[config.mk]
export PLATFORM = sky130hd
export DESIGN_NAME = mult_s4_accum_flat
export DESIGN_NICKNAME = d
export VERILOG_FILES = /design/src/rtl/mult_s4_accum_if.sv /design/src/rtl/mult_s4_accum.sv /design/src/flat_wrapper.sv
export SDC_FILE = /design/constraint.sdc
export NUM_CORES = 1
export LEC_CHECK = 0
export CORE_MARGIN = 2
export CORE_UTILIZATION = 52
export DETAILED_ROUTE_END_ITERATION = 8
export HOLD_SLACK_MARGIN = 0.06
export MAX_ROUTING_LAYER = met4
export PLACE_DENSITY_LB_ADDON = 0.05
export SYNTH_ARGS = -nofsm -noshare
export SYNTH_HDL_FRONTEND = slang
export SYNTH_SLANG_ARGS = --single-unit
[constraint.sdc]
create_clock -name clk -period 4.2 [get_ports clk]
set_clock_uncertainty 0.05 [all_clocks]
set_input_delay 0.84 -clock clk [delete_from_list [all_inputs] [get_ports clk]]
set_output_delay 0.84 -clock clk [all_outputs]
set_load 0.005 [all_outputs]
[src/rtl/mult_s4_accum_if.sv]
// ---------------------------------------------------------------------------
// mult_s4_accum_if
//
// This interface bundles the product input stream, the group-sum output stream
// and the abort strobe of the mult_s4_accum block.
//
// Signals
//   abort       synchronous group discard, driven towards the accumulator
//   prod        8-bit signed product from the 4-bit signed multiplier
//   prod_valid  prod is valid this cycle
//   prod_ready  accumulator accepts prod this cycle
//   sum         ACC_W-bit signed group sum
//   sum_ovf     at least one step of the group overflowed (or clamped)
//   sum_valid   sum / sum_ovf are valid
//   sum_ready   downstream accepts sum
//
// Modports
//   slave   the accumulator side (mult_s4_accum)
//   master  the side that feeds products and takes sums (upstream/downstream)
// ---------------------------------------------------------------------------
interface mult_s4_accum_if #(
   parameter int ACC_W = 8
);
   logic             abort;
   logic [7:0]       prod;
   logic             prod_valid;
   logic             prod_ready;
   logic [ACC_W-1:0] sum;
   logic             sum_ovf;
   logic             sum_valid;
   logic             sum_ready;

   modport slave (
      input  abort,
      input  prod,
      input  prod_valid,
      output prod_ready,
      output sum,
      output sum_ovf,
      output sum_valid,
      input  sum_ready
   );

   modport master (
      output abort,
      output prod,
      output prod_valid,
      input  prod_ready,
      input  sum,
      input  sum_ovf,
      input  sum_valid,
      output sum_ready
   );
endinterface

[src/rtl/mult_s4_accum.sv]
// ---------------------------------------------------------------------------
// mult_s4_accum
//
// This block is a signed group accumulator that sits downstream of the 4-bit
// signed multiplier. It takes one 8-bit two's-complement product per
// handshake. After COUNT products it presents the group sum together with a
// sticky overflow flag on a valid/ready output.
//
// Ports
//   clk   single clock, rising edge
//   rst   asynchronous, active-high reset
//   bus   mult_s4_accum_if.slave (abort, prod/prod_valid/prod_ready,
//         sum/sum_ovf/sum_valid/sum_ready)
//
// Parameters
//   ACC_W  accumulator / result width, >= 8
//   COUNT  products per group, >= 1
//
// Build option
//   MULT_S4_ACCUM_SAT_EN  when defined, each step saturates to the signed
//                         ACC_W range instead of wrapping. The clamped value
//                         feeds the next step, and a clamp sets sum_ovf.
//                         When undefined, the sum wraps modulo 2^ACC_W and no
//                         clamp logic exists.
//
// FSM
//   IDLE   waiting for the first product of a group
//   ACCUM  collecting products 2..COUNT (gaps allowed, no timeout)
//   DONE   holding the result until sum_ready. The block refuses products
//          in this state, which gives the mandatory one-cycle bubble.
// ---------------------------------------------------------------------------
module mult_s4_accum #(
   parameter int ACC_W = 8,
   parameter int COUNT = 4
) (
   input  logic          clk,
   input  logic          rst,
   mult_s4_accum_if.slave bus
);

   localparam int CNT_W = $clog2(COUNT + 1);
   localparam logic [CNT_W-1:0] LAST_CNT = CNT_W'(COUNT - 1);
   localparam logic [CNT_W-1:0] ONE_CNT  = CNT_W'(1);

`ifdef MULT_S4_ACCUM_SAT_EN
   localparam logic signed [ACC_W-1:0] ACC_MAX = {1'b0, {(ACC_W-1){1'b1}}};
   localparam logic signed [ACC_W-1:0] ACC_MIN = {1'b1, {(ACC_W-1){1'b0}}};
`endif

   typedef enum logic [1:0] {
      IDLE  = 2'd0,
      ACCUM = 2'd1,
      DONE  = 2'd2
   } state_t;

   state_t                  state_reg, state_next;
   logic signed [ACC_W-1:0] acc_reg, acc_next;
   logic [CNT_W-1:0]        cnt_reg, cnt_next;
   logic                    ovf_reg, ovf_next;

   logic signed [ACC_W-1:0] prod_ext;
   logic signed [ACC_W-1:0] step_base;
   logic signed [ACC_W-1:0] step_raw;
   logic signed [ACC_W-1:0] step_res;
   logic                    step_ovf;
   logic                    prod_ready_int;
   logic                    accept;

   // -----------------------------------------------------------------------
   // Datapath for one accumulation step
   // -----------------------------------------------------------------------
   assign prod_ext = ACC_W'($signed(bus.prod));

   // The first product of a group starts from zero. Using zero as the base
   // lets the IDLE and ACCUM states share one adder, and it means step_ovf
   // can never fire on the first product.
   assign step_base = (state_reg == IDLE) ? '0 : acc_reg;
   assign step_raw  = step_base + prod_ext;

   // Signed overflow can only occur when both operands have the same sign
   // and the result's sign differs from theirs.
   assign step_ovf = (step_base[ACC_W-1] == prod_ext[ACC_W-1]) &&
                     (step_raw[ACC_W-1]  != step_base[ACC_W-1]);

`ifdef MULT_S4_ACCUM_SAT_EN
   // On overflow, clamp toward the sign of the operands. Both operands have
   // the same sign when step_ovf is set, so step_base's sign chooses the rail.
   assign step_res = step_ovf ? (step_base[ACC_W-1] ? ACC_MIN : ACC_MAX)
                              : step_raw;
`else
   assign step_res = step_raw;
`endif

   // -----------------------------------------------------------------------
   // Input handshake
   // -----------------------------------------------------------------------
   // Ready is held low during reset, during an abort cycle and while a
   // result is pending. As a result, the upstream holds the product instead
   // of losing it.
   assign prod_ready_int = !rst && !bus.abort && (state_reg != DONE);
   assign accept         = bus.prod_valid && prod_ready_int;

   // -----------------------------------------------------------------------
   // FSM: next state and next datapath values
   // -----------------------------------------------------------------------
   always_comb begin
      state_next = state_reg;
      acc_next   = acc_reg;
      cnt_next   = cnt_reg;
      ovf_next   = ovf_reg;

      if (bus.abort) begin
         // This discards the whole group, including a DONE result that is
         // being handed off in the same cycle.
         state_next = IDLE;
         acc_next   = '0;
         cnt_next   = '0;
         ovf_next   = 1'b0;
      end else begin
         unique case (state_reg)
            IDLE: begin
               if (accept) begin
                  acc_next   = step_res;
                  ovf_next   = 1'b0;
                  cnt_next   = ONE_CNT;
                  state_next = (COUNT == 1) ? DONE : ACCUM;
               end
            end

            ACCUM: begin
               if (accept) begin
                  acc_next = step_res;
                  cnt_next = cnt_reg + ONE_CNT;
                  ovf_next = ovf_reg | step_ovf;
                  if (cnt_reg == LAST_CNT) begin
                     state_next = DONE;
                  end
               end
            end

            DONE: begin
               // acc and ovf remain intact. They are cleared or overwritten
               // by the first product of the next group.
               if (bus.sum_ready) begin
                  state_next = IDLE;
                  cnt_next   = '0;
               end
            end

            default: begin
               state_next = IDLE;
               acc_next   = '0;
               cnt_next   = '0;
               ovf_next   = 1'b0;
            end
         endcase
      end
   end

   // -----------------------------------------------------------------------
   // State registers
   // -----------------------------------------------------------------------
   always_ff @(posedge clk or posedge rst) begin
      if (rst) begin
         state_reg <= IDLE;
         acc_reg   <= '0;
         cnt_reg   <= '0;
         ovf_reg   <= 1'b0;
      end else begin
         state_reg <= state_next;
         acc_reg   <= acc_next;
         cnt_reg   <= cnt_next;
         ovf_reg   <= ovf_next;
      end
   end

   // -----------------------------------------------------------------------
   // Outputs
   // -----------------------------------------------------------------------
   // sum and sum_ovf are read straight from the accumulator. They cannot
   // change while in DONE, so they stay stable until the hand-off. The
   // asynchronous reset clears all of them immediately.
   assign bus.prod_ready = prod_ready_int;
   assign bus.sum        = acc_reg;
   assign bus.sum_ovf    = ovf_reg;
   assign bus.sum_valid  = (state_reg == DONE);

endmodule
[src/flat_wrapper.sv]
// flat-port wrapper written by rule: the top's interface ports become plain ports
module mult_s4_accum_flat 
#(
   parameter int ACC_W = 8,
   parameter int COUNT = 4
)
  (clk, rst, bus_abort, bus_prod, bus_prod_valid, bus_prod_ready, bus_sum, bus_sum_ovf, bus_sum_valid, bus_sum_ready);
  mult_s4_accum_if #(.ACC_W(ACC_W)) bus_i ();
  input  logic clk;
  input  logic rst;
  input wire logic [$bits(bus_i.abort)-1:0] bus_abort;
  input wire logic [$bits(bus_i.prod)-1:0] bus_prod;
  input wire logic [$bits(bus_i.prod_valid)-1:0] bus_prod_valid;
  output wire logic [$bits(bus_i.prod_ready)-1:0] bus_prod_ready;
  output wire logic [$bits(bus_i.sum)-1:0] bus_sum;
  output wire logic [$bits(bus_i.sum_ovf)-1:0] bus_sum_ovf;
  output wire logic [$bits(bus_i.sum_valid)-1:0] bus_sum_valid;
  input wire logic [$bits(bus_i.sum_ready)-1:0] bus_sum_ready;
  assign bus_i.abort = bus_abort;
  assign bus_i.prod = bus_prod;
  assign bus_i.prod_valid = bus_prod_valid;
  assign bus_prod_ready = bus_i.prod_ready;
  assign bus_sum = bus_i.sum;
  assign bus_sum_ovf = bus_i.sum_ovf;
  assign bus_sum_valid = bus_i.sum_valid;
  assign bus_i.sum_ready = bus_sum_ready;
  mult_s4_accum #(.ACC_W(ACC_W), .COUNT(COUNT)) u_core (.clk(clk), .rst(rst), .bus(bus_i));
endmodule
==> results of run 1 <==
==> critical path, delay by kind of cell <==
family	cells	cell delay (ns)
buffers and inverters	2	1.03
AND/OR/NAND/NOR	1	0.21
==> layer usage <==
layer | vias up | part of all wire, % | track usage, %
li1 | 432 | - | -
met5 | - | 0 | -
met3 | 2 | 5.2 | 5.66
met2 | 22 | 46 | 38.7
met4 | 0 | 0.38 | 1.62
met1 | 394 | 48 | 27.7
==> cells in the mapped netlist, drive strengths merged, types with 2 or more instances <==
| master | instances | area [µm²] |
|---|---|---|
| dfrtp | 14 | 350 |
| nand2 | 11 | 41.3 |
| o21ai | 10 | 53.8 |
| ha | 9 | 113 |
| nor2b | 8 | 52.6 |
| a21oi | 6 | 30.0 |
| nor2 | 5 | 21.3 |
| inv | 4 | 15.0 |
| a211oi | 3 | 32.5 |
| a21o | 3 | 23.8 |
| nor3 | 3 | 25.0 |
| xnor2 | 3 | 26.3 |
| a22o | 2 | 17.5 |
| and2b | 2 | 15.0 |
| buf | 2 | 12.5 |
| nand2b | 2 | 12.5 |
| nand3b | 2 | 15.0 |
| o21bai | 2 | 15.0 |
| xor2 | 2 | 17.5 |
==> power by group through the flow <==
stage	registers, mW	logic [mW]	clock network (mW)
global placement	0.149	0.0623	0
CTS	0.146	0.0641	0.0950
finish	0.147	0.0636	0.0931
detailed placement	0.149	0.0636	0
global route	0.147	0.0707	0.103
floorplan	0.147	0.0354	0
==> worst max path at each step <==
stage                     cells after the start           endpoint                start
after detailed placement                      3     bus_prod_ready            bus_abort
final                                         3     bus_prod_ready            bus_abort
after global routing                          3     bus_prod_ready            bus_abort
after floorplan                              10  u_core.bus.sum[6]  u_core.state_reg[0]
after CTS                                     3     bus_prod_ready            bus_abort
after global placement                        3     bus_prod_ready            bus_abort
==> through the flow <==
step	hold WS, ns	util [%]	instance area [µm²]	worst slack, ns
after global placement	0.409	71.1	1250	1.24
after detailed placement	0.426	71.1	1250	1.23
after floorplan	0.399	-	1010	1.80
after CTS	0.444	73.2	1290	1.23
after global routing	0.477	73.2	1290	1.18
final	0.449	73.2	1290	1.23
==> logic make-up after synthesis <==
kind of cell	share of synthesized area (%)
buffers and inverters	2.74
and+or+nand+nor	22.5
AOI/OAI and AO/OA	21.3
adders and majority gates	13.2
muxes	1.12
DFF	34.8
xor gates and xnor gates	4.35
==> layout make-up <==
cell class,count,share of cell area [%]
flip-flops and latches,14,27.1
inverters,4,1.16
clock buffers,4,2.81
repair buffers,23,17.8
well taps,25,2.42
multi-input cells,86,48.6
==> summary.md, run 1 <==
| Metric | Value |
|---|---|
| Total chip power | `about 0.30 mW` |
| Netlist Area Pre-Place | `roughly 1000 µm²` |
| Post-Route WL | `2.09 mm` |
| DP HPWL | `1.62 mm` |
| Logic gate share of total power | `21.0%` |
| Crit path cell chain | `clkdlybuf4s50_1 -> nor3_1 -> clkdlybuf4s50_1` |
| Post-layout min period | `~3.0 ns` |
| Vias in the first global route | `just over 800` |
| # IOs | `24` |
| HP Class | `reg -> reg` |
| Pleak | `around 0.57 nW` |
| Multi-input logic area | `628 µm²` |
| CTS Sinks | `14` |
| Share of layout cells above drive strength 1 | `between 10% and 20%` |
| Pwr/cell area | `about 230 nW/µm²` |
| Clock-pin slew on the worst setup and hold paths | `0.08 ns` |
| FF-to-FF setup slack | `approximately 1.5 ns` |
| CTS root buffer | `clkbuf_4` |
| Die height | `48.0 µm` |
| Most used cell, CP | `clkdlybuf4s50_1` |
| Hold Path Depth | `2` |
| F_max | `between 0.3 and 0.4 GHz` |
| WS Path Type | `in -> out` |
| Ant diodes | `0` |
| Largest register FFs | `8` |
| WL/cell | `roughly 13 µm` |
| Placeable Area | `1760 µm²` |
| Yosys warns | `0` |
| Top_reg_cell synth | `dfrtp_1` |
| Critical path's slowest cell | `clkdlybuf4s50_1` |
| Hold Startpoint | `u_core.cnt_reg[2]` |
| Placed cell count | `about 150` |
| CTS tree | `yes` |
| Nets | `roughly 160` |
| Leading cell type in the layout, fill and taps excluded | `clkdlybuf4s50_1` |
| Max-slew violations | `0` |
| Post-route ant nets | `0` |
| Crit path DAT | `between 2 and 2.5 ns` |
| CTS buffer count | `3` |
| First-pass GRT wire length | `3.43 mm` |
| RSZ-0062 raised after global routing | `false` |
| Post-synth ARST share | `100%` |
| DIE WIDTH | `around 48 µm` |
| #FFs+latches synth | `14` |
| TritonRoute pass-1 iters | `4` |
| Reg-to-Reg Start | `u_core.state_reg[0]` |
| Slew HR | `59.2%` |
| Starting Density | `a little under three fifths` |
| Syn_nets | `129` |
| Required time of the critical path | `3.31 ns` |
| Fin Setup TNS | `0 ns` |
| Share of power burned in registers | `48.3%` |
| Area growth syn-to-layout | `28.4%` |
| Critical Path End Type | `primary output` |
| Site Rows | `15` |
| Outcome | `completed` |
| Port bufs | `23` |
| Final Setup Violations | `0` |
| Count of final hold-check violations | `0` |
| Clock Power Share | `a little under a third` |
| Syn Inst Count | `roughly 110` |
| Internal power | `approximately 0.23 mW` |
| Global router's overall resource usage | `between 20% and 30%` |
| Placer Congestion | `0.759` |
| Vias | `850` |
| Skew-Pair Late Insertion Delay | `~0.27 ns` |
| Slew @ Worst Pin | `0.611 ns` |
| Die area | `2300 µm²` |
| Largest net degree at the start of global routing | `15` |
| Non-Filler Instances | `between 150 and 200` |
| Reg-to-reg endpoint | `u_core.bus.sum[6]` |
| Initial DRC Count | `10` |
| CTS resizes | `0` |
| Mean Syn Cell Area | `around 9.5 µm²` |
| Most frequent cells in the layout | `clkdlybuf4s50_1 (23), dfrtp_1 (14), nand2_1 (11)` |
| Crit path max fanout | `5` |
| Gr ovfl total | `0` |
| CTS H-tree lvls | `1` |
| Initial antenna violation count | `0` |
| # DRC | `0` |
| Sw frac | `between 20% and 30%` |
| Reg2Reg Depth | `9` |
| Period utilisation layout | `between 70% and 80%` |
| Maximum vdd drop | `between 0.3 and 0.4 mV` |
| Switch Pwr | `~0.076 mW` |
| Number of max-cap violations | `0` |
| Number of fill cells | `~140` |
| Post-CTS Hold Fix Bufs | `0` |
| Startpoint Class | `primary input` |
| DR vias/cell | `5.45` |
| Post-CTS Setup Inserts | `0` |
| Number of synthesized flops with an enable pin | `0` |
| FF/Latch Area | `~350 µm²` |
| Register area share after synthesis | `34.8%` |
| Max stage delay on crit path | `around 0.52 ns` |
| Distinct cells, synth | `40` |
| Clock Tree Buf Depth | `2` |
| Hold endpoint | `u_core.cnt_reg[2]` |
Power figures use the tool's default switching activity.
==> inputs of run 2 (changes only) <==
- CORE_UTILIZATION: 52 -> 48
- clock period: 4.2 -> 2.85 ns (I/O delays scaled with it)
==> run 2 against run 1 <==
Total power is 52% higher. Setup slack got worse by 0.83 ns. Sequential power grew 46%. Non-clock buffer count grew 2. First-iteration DRC count fell by 50%. Register-to-register slack worse by 1.1 ns. Die area rose by 7.6%. Cell count increased by 2.6%. Count of clock-buffer cells in the layout did not move. Critical path type is now reg -> reg.
==> summary.md, run 2 (synthesis results as in run 1) <==
| Metric | Value |
|---|---|
| # DRC | `0 (unchanged)` |
| CTS resizes | `0 (unchanged)` |
| WL/cell | `13.7 µm (+2.4%)` |
| Critical path's slowest cell | `dfrtp_1` |
| Largest net degree at the start of global routing | `15 (unchanged)` |
| Startpoint Class | `register` |
| Layout Cell Area excl Fill | `1310 µm² (+1.4%)` |
| Post-layout min period | `between 2 and 2.5 ns` |
| Placer Congestion | `0.831 (+9.5%)` |
| CP top delay family | `adder cells` |
| Place WS | `0.271 ns (-0.961 ns)` |
| CP bufs+invs | `0 (-2)` |
| Area growth syn-to-layout | `30.1%` |
| Crit path DAT | `2.63 ns (+0.55 ns)` |
| Outcome | `completed` |
| Post-route ant nets | `0 (unchanged)` |
| Global router's overall resource usage | `21.0% (-1.5 points)` |
| TritonRoute pass-1 iters | `4 (unchanged)` |
| Largest register FFs | `8 (unchanged)` |
| Share of power burned in registers | `46.4% (-1.9 points)` |
| Initial DRC Count | `5 (-5)` |
| CTS buffer count | `3 (unchanged)` |
| Sw frac | `26.7% (+1.6 points)` |
| Nets | `157 (+1.3%)` |
| Leading cell type in the layout, fill and taps excluded | `clkdlybuf4s50_1` |
| Slew HR | `54.0% (-5.2 points)` |
| Pwr/cell area | `352 nW/µm² (+50%)` |
| Number of fill cells | `174 (+23%)` |
| F_max | `about 0.4 GHz` |
| Total chip power | `0.461 mW (+52%)` |
| Count of final hold-check violations | `0 (unchanged)` |
| CTS root buffer | `clkbuf_4` |
| Fin Setup TNS | `0 ns (unchanged)` |
| Clock-pin slew on the worst setup and hold paths | `0.09 ns (about the same)` |
| Initial antenna violation count | `0 (unchanged)` |
| Number of max-cap violations | `0 (unchanged)` |
| Crit path max fanout | `9 (+4)` |
| RSZ-0062 raised after global routing | `false` |
| Final worst slack | `0.401 ns (-0.826 ns)` |
| Post-Route WL | `2.19 mm (+5.0%)` |
| CTS tree | `yes` |
| Logic gate share of total power | `21.7% (+0.7 points)` |
| Ant diodes | `0 (unchanged)` |
| Post-CTS Hold Fix Bufs | `0 (unchanged)` |
| Crit path cell chain | `nor2_1 -> nor2b_1 -> ha_1 -> fa_1 -> a21o_2 -> a21oi_1 -> o21bai_1 -> mux2_2 -> nand2_1` |
| Critical Path End Type | `register` |
| Die height | `49.8 µm (+3.7%)` |
| WS Path Type | `reg -> reg` |
| Placed cell count | `156 (+2.6%)` |
| Post-CTS Setup Inserts | `0 (unchanged)` |
| CTS Sinks | `14 (unchanged)` |
| Vias | `874 (+2.8%)` |
| DP HPWL | `1.70 mm (+4.7%)` |
| Required time of the critical path | `3.03 ns (-0.28 ns)` |
| Maximum vdd drop | `0.341 mV (+10%)` |
| Die area | `2480 µm² (+7.6%)` |
| Non-Filler Instances | `160 (+2.6%)` |
| HP Class | `reg -> reg` |
| Pleak | `0.585 nW (+1.7%)` |
| CTS H-tree lvls | `1 (unchanged)` |
| Final Setup Violations | `0 (unchanged)` |
| Port bufs | `23 (unchanged)` |
| Most frequent cells in the layout | `clkdlybuf4s50_1 (23), dfrtp_1 (14), nand2_1 (11)` |
| Skew-Pair Late Insertion Delay | `0.28 ns (about the same)` |
| Gr ovfl total | `0 (unchanged)` |
| Starting Density | `51.3% (-5.7 points)` |
| Site Rows | `16 (+1)` |
| Clock Power Share | `31.9% (+1.2 points)` |
| Share of layout cells above drive strength 1 | `12.0% (+1.3 points)` |
| Period utilisation layout | `a little under nine tenths` |
| Placeable Area | `1960 µm² (+11%)` |
| DIE WIDTH | `49.8 µm (+3.7%)` |
| # IOs | `24 (unchanged)` |
| First-pass GRT wire length | `3.91 mm (+14%)` |
| Max stage delay on crit path | `0.48 ns (-0.04 ns)` |
| Internal power | `0.338 mW (+49%)` |
| Max-slew violations | `0 (unchanged)` |
| Vias in the first global route | `888 (+9.0%)` |
| Clock Tree Buf Depth | `2 (unchanged)` |
| Placement Cell Area | `1270 µm² (+1.4%)` |
| DR vias/cell | `5.46 (+0.25%)` |
| Switch Pwr | `0.123 mW (+62%)` |
| Slew @ Worst Pin | `0.688 ns (+0.0776 ns)` |
[run 2: cell types whose count changed in the layout (fill, tap and decap cells not counted)]
cell and delta:
buf_4 +2
[run 2: path summary, 6_finish.rpt]
path / from / to / slack [ns] / depth (start not counted)
max: u_core.state_reg[1] / u_core.bus.sum[6] / 0.40 / 9
min: u_core.cnt_reg[2] / u_core.cnt_reg[2] / 0.45 / 2
max reg2reg: u_core.state_reg[1] / u_core.bus.sum[6] / 0.40 / 9
min reg2reg: u_core.cnt_reg[2] / u_core.cnt_reg[2] / 0.45 / 2
max in group asynchronous: rst / u_core.cnt_reg[1] / 1.72 / 2
min in group asynchronous: rst / u_core.bus.sum[0] / 0.66 / 2
[run 2: cell type report]
| type | count | area (µm²) | area share, % |
|---|---|---|---|
| well taps | 27 | 33.8 | 2.58 |
| multi-input cells | 86 | 628 | 48.0 |
| clock buffers | 4 | 36.3 | 2.77 |
| flip-flops and latches | 14 | 350 | 26.8 |
| inverters | 4 | 15.0 | 1.15 |
| repair buffers | 25 | 245 | 18.7 |
[run 2: power groups by stage]
stage / Sequential, mW / Combinational [mW] / Clock [mW]
CTS: 0.214 / 0.101 / 0.153
detailed placement: 0.218 / 0.100 / 0
global placement: 0.217 / 0.0984 / 0
floorplan: 0.217 / 0.0521 / 0
global route: 0.215 / 0.111 / 0.161
finish: 0.214 / 0.100 / 0.147
[run 2: layer usage]
metal  vias to the layer above  track usage, %  wire length, µm
met5                         -               -                0
met4                         0            2.78                0
met3                         0            6.97              127
met2                        24            34.9             1020
met1                       415            25.4             1040
li1                        435               -                -
[run 2: worst register-to-register path: stages (launching register included)]
cell and delay [ns]:
dfrtp_1 0.48, nor2_1 0.30, nor2b_1 0.09, ha_1 0.24
fa_1 0.41, a21o_2 0.20, a21oi_1 0.21, o21bai_1 0.09
mux2_2 0.27, nand2_1 0.05
[run 2: metrics by stage]
| stage | hold slack, ns | util, % |
|---|---|---|
| 2_1_floorplan | 0.399 | - |
| 3_5_place_dp | 0.429 | 64.9 |
| 4_1_cts | 0.450 | 66.7 |
| 5_1_grt | 0.481 | 66.7 |
| 3_3_place_gp | 0.410 | 64.9 |
| 6_report | 0.446 | 66.7 |
==> inputs of run 3 (changes only) <==
- CORE_UTILIZATION: 48 -> 45
==> run 3 against run 2 <==
Critical path depth shrank 6. Critical endpoint is now bus_prod_ready. Die area grew 6.1%. Setup slack worse by 0.027 ns. Worst hold slack got worse by 0.0050 ns. Utilization fell by 6.3 points. Highest routed layer is now met4. Design area barely moved. Critical path type is now in -> out. First-iteration DRC count increased by 20%. Non-clock buffer count unchanged.
==> summary.md, run 3 (synthesis results as in run 1) <==
| Metric | Value |
|---|---|
| Outcome | `completed` |
| Crit path cell chain | `clkdlybuf4s50_1 -> nor3_1 -> clkdlybuf4s50_1` |
| CP Launch Point | `bus_abort` |
| Initial antenna violation count | `0 (unchanged)` |
| Max stage delay on crit path | `0.53 ns (+0.05 ns)` |
| Sw frac | `26.1% (-0.60 points)` |
| Critical Path End Type | `primary output` |
| Post-Route WL | `2.14 mm (-2.3%)` |
| Reg2Reg Depth | `9 (unchanged)` |
| # DRC | `0 (unchanged)` |
| Starting Density | `46.4% (-4.9 points)` |
| Crit path to | `bus_prod_ready` |
| Site Rows | `17 (+1)` |
| Fin Setup TNS | `0 ns (unchanged)` |
| Initial DRC Count | `6 (+1)` |
| Multi-input logic area | `628 µm² (unchanged)` |
| Leading cell type in the layout, fill and taps excluded | `clkdlybuf4s50_1` |
| Ant diodes | `0 (unchanged)` |
| WL/cell | `13.3 µm (-2.9%)` |
| Placed cell count | `157 (+0.64%)` |
| F_max | `0.404 GHz (-1.1%)` |
| Count of final hold-check violations | `0 (unchanged)` |
| Die area | `2630 µm² (+6.1%)` |
| Crit path max fanout | `5 (-4)` |
| Final Setup Violations | `0 (unchanged)` |
| CTS buffer count | `3 (unchanged)` |
| Maximum vdd drop | `0.174 mV (-49%)` |
| Final worst slack | `0.375 ns (-0.0266 ns)` |
| Place WS | `0.267 ns (-0.00458 ns)` |
| Most used cell, CP | `clkdlybuf4s50_1` |
| RSZ-0062 raised after global routing | `false` |
| Period utilisation layout | `86.9% (+0.93 points)` |
| Clock-pin slew on the worst setup and hold paths | `0.09 ns (about the same)` |
| Slew @ Worst Pin | `0.550 ns (-0.138 ns)` |
| Pleak | `0.584 nW (about the same)` |
| Most frequent cells in the layout | `clkdlybuf4s50_1 (23), dfrtp_1 (14), nand2_1 (11)` |
| Reg-to-reg endpoint | `u_core.bus.sum_ovf` |
| Clock Power Share | `31.6% (-0.3 points)` |
| Internal power | `0.338 mW (-0.16%)` |
| Max-slew violations | `0 (unchanged)` |
| Non-Filler Instances | `161 (+0.63%)` |
| WS Path Type | `in -> out` |
| Global router's overall resource usage | `19.7% (-1.3 points)` |
| Post-CTS Setup Inserts | `0 (unchanged)` |
| Vias in the first global route | `869 (-2.1%)` |
| Largest register FFs | `8 (unchanged)` |
| Port bufs | `23 (unchanged)` |
| CTS root buffer | `clkbuf_4` |
| First-pass GRT wire length | `3.71 mm (-4.9%)` |
| Largest net degree at the start of global routing | `15 (unchanged)` |
| Crit path DAT | `1.86 ns (-0.77 ns)` |
| TritonRoute pass-1 iters | `4 (unchanged)` |
| Slew HR | `63.3% (+9.3 points)` |
| WP depth | `3 (-6)` |
| CP bufs+invs | `2 (+2)` |
| Pwr/cell area | `349 nW/µm² (-1.1%)` |
| Placer Congestion | `0.819 (-1.5%)` |
| Number of fill cells | `213 (+22%)` |
| DR vias/cell | `5.47 (about the same)` |
| Post-route ant nets | `0 (unchanged)` |
| Gr ovfl total | `0 (unchanged)` |
| HP Class | `reg -> reg` |
| Required time of the critical path | `2.23 ns (-0.80 ns)` |
| Startpoint Class | `primary input` |
| FF-to-FF setup slack | `0.45 ns (+0.05 ns)` |
| CTS resizes | `0 (unchanged)` |
| Reg-to-Reg Start | `u_core.state_reg[0]` |
| DP HPWL | `1.66 mm (-2.1%)` |
| Critical path's slowest cell | `clkdlybuf4s50_1` |
| Vias | `880 (+0.69%)` |
| Post-CTS Hold Fix Bufs | `0 (unchanged)` |
| Nets | `157 (unchanged)` |
| Skew-Pair Late Insertion Delay | `0.28 ns (about the same)` |
| Number of max-cap violations | `0 (unchanged)` |
| # IOs | `24 (unchanged)` |
| Logic gate share of total power | `21.1% (-0.6 points)` |
| CP top delay family | `buffers and inverters` |
| Area growth syn-to-layout | `30.2% (about the same)` |
| FF/Latch Area | `350 µm² (unchanged)` |
| CTS H-tree lvls | `1 (unchanged)` |
| Switch Pwr | `0.119 mW (-3.2%)` |
| DIE WIDTH | `51.3 µm (+3.0%)` |
| Post-layout min period | `2.48 ns (+0.0266 ns)` |
| CTS Sinks | `14 (unchanged)` |
| Share of power burned in registers | `47.3% (+0.9 points)` |
| Total chip power | `0.457 mW (-0.98%)` |
| Placeable Area | `2170 µm² (+11%)` |
| Share of layout cells above drive strength 1 | `12.0% (unchanged)` |
| Clock Tree Buf Depth | `2 (unchanged)` |
| Die height | `51.3 µm (+3.0%)` |
| CTS tree | `yes` |
-- run 3: cell counts in the layout (fill, tap and decap cells not counted) --
Identical to the previous run, type by type.
-- run 3: stage by stage --
step                instance area (µm²)  utilization, %  hold WS [ns]
floorplan                          1010               -         0.399
global placement                   1270            58.7         0.411
detailed placement                 1270            58.7         0.426
CTS                                1310            60.4         0.448
global route                       1310            60.4         0.483
finish                             1310            60.4         0.441
-- run 3: layout make-up --
type,instances,area share (%)
flip-flops and latches,14,26.7
multi-input cells,86,47.9
inverters,4,1.15
repair buffers,25,18.7
well taps,28,2.67
clock buffers,4,2.77
-- run 3: power groups by stage --
stage	clock network, mW	logic [mW]	registers [mW]
after floorplan	0	0.0521	0.217
final	0.144	0.0962	0.216
after global placement	0	0.0955	0.220
after CTS	0.150	0.0976	0.216
after detailed placement	0	0.0971	0.220
after global routing	0.155	0.108	0.217
-- run 3: worst min-delay path by stage --
stage | to | start | slack (ns) | cells past startpoint
final | u_core.cnt_reg[2] | u_core.cnt_reg[2] | 0.44 | 2
after global routing | u_core.cnt_reg[2] | u_core.cnt_reg[2] | 0.48 | 2
after CTS | u_core.cnt_reg[2] | u_core.cnt_reg[2] | 0.45 | 2
after detailed placement | u_core.cnt_reg[2] | u_core.cnt_reg[2] | 0.43 | 2
after global placement | u_core.cnt_reg[2] | u_core.cnt_reg[2] | 0.41 | 2
after floorplan | u_core.cnt_reg[2] | u_core.cnt_reg[2] | 0.40 | 2
-- run 3: worst register-to-register path, cell delays in order (launching register included) --
cell and delay (ns):
dfrtp_1 0.50, nor2_1 0.12, buf_4 0.18, nor2b_1 0.22, ha_1 0.30, a211oi_2 0.26, nor4_1 0.11, nor3_2 0.29
nand4bb_1 0.18, nand3_1 0.08
-- run 3: metal layers --
layer | share of wire [%] | vias up | GRT usage, %
met2 | 49 | 15 | 32.3
met5 | 0 | - | -
met3 | 2.5 | 4 | 2.05
met4 | 2.5 | 0 | 11.0
met1 | 46 | 424 | 23.8
li1 | - | 437 | -
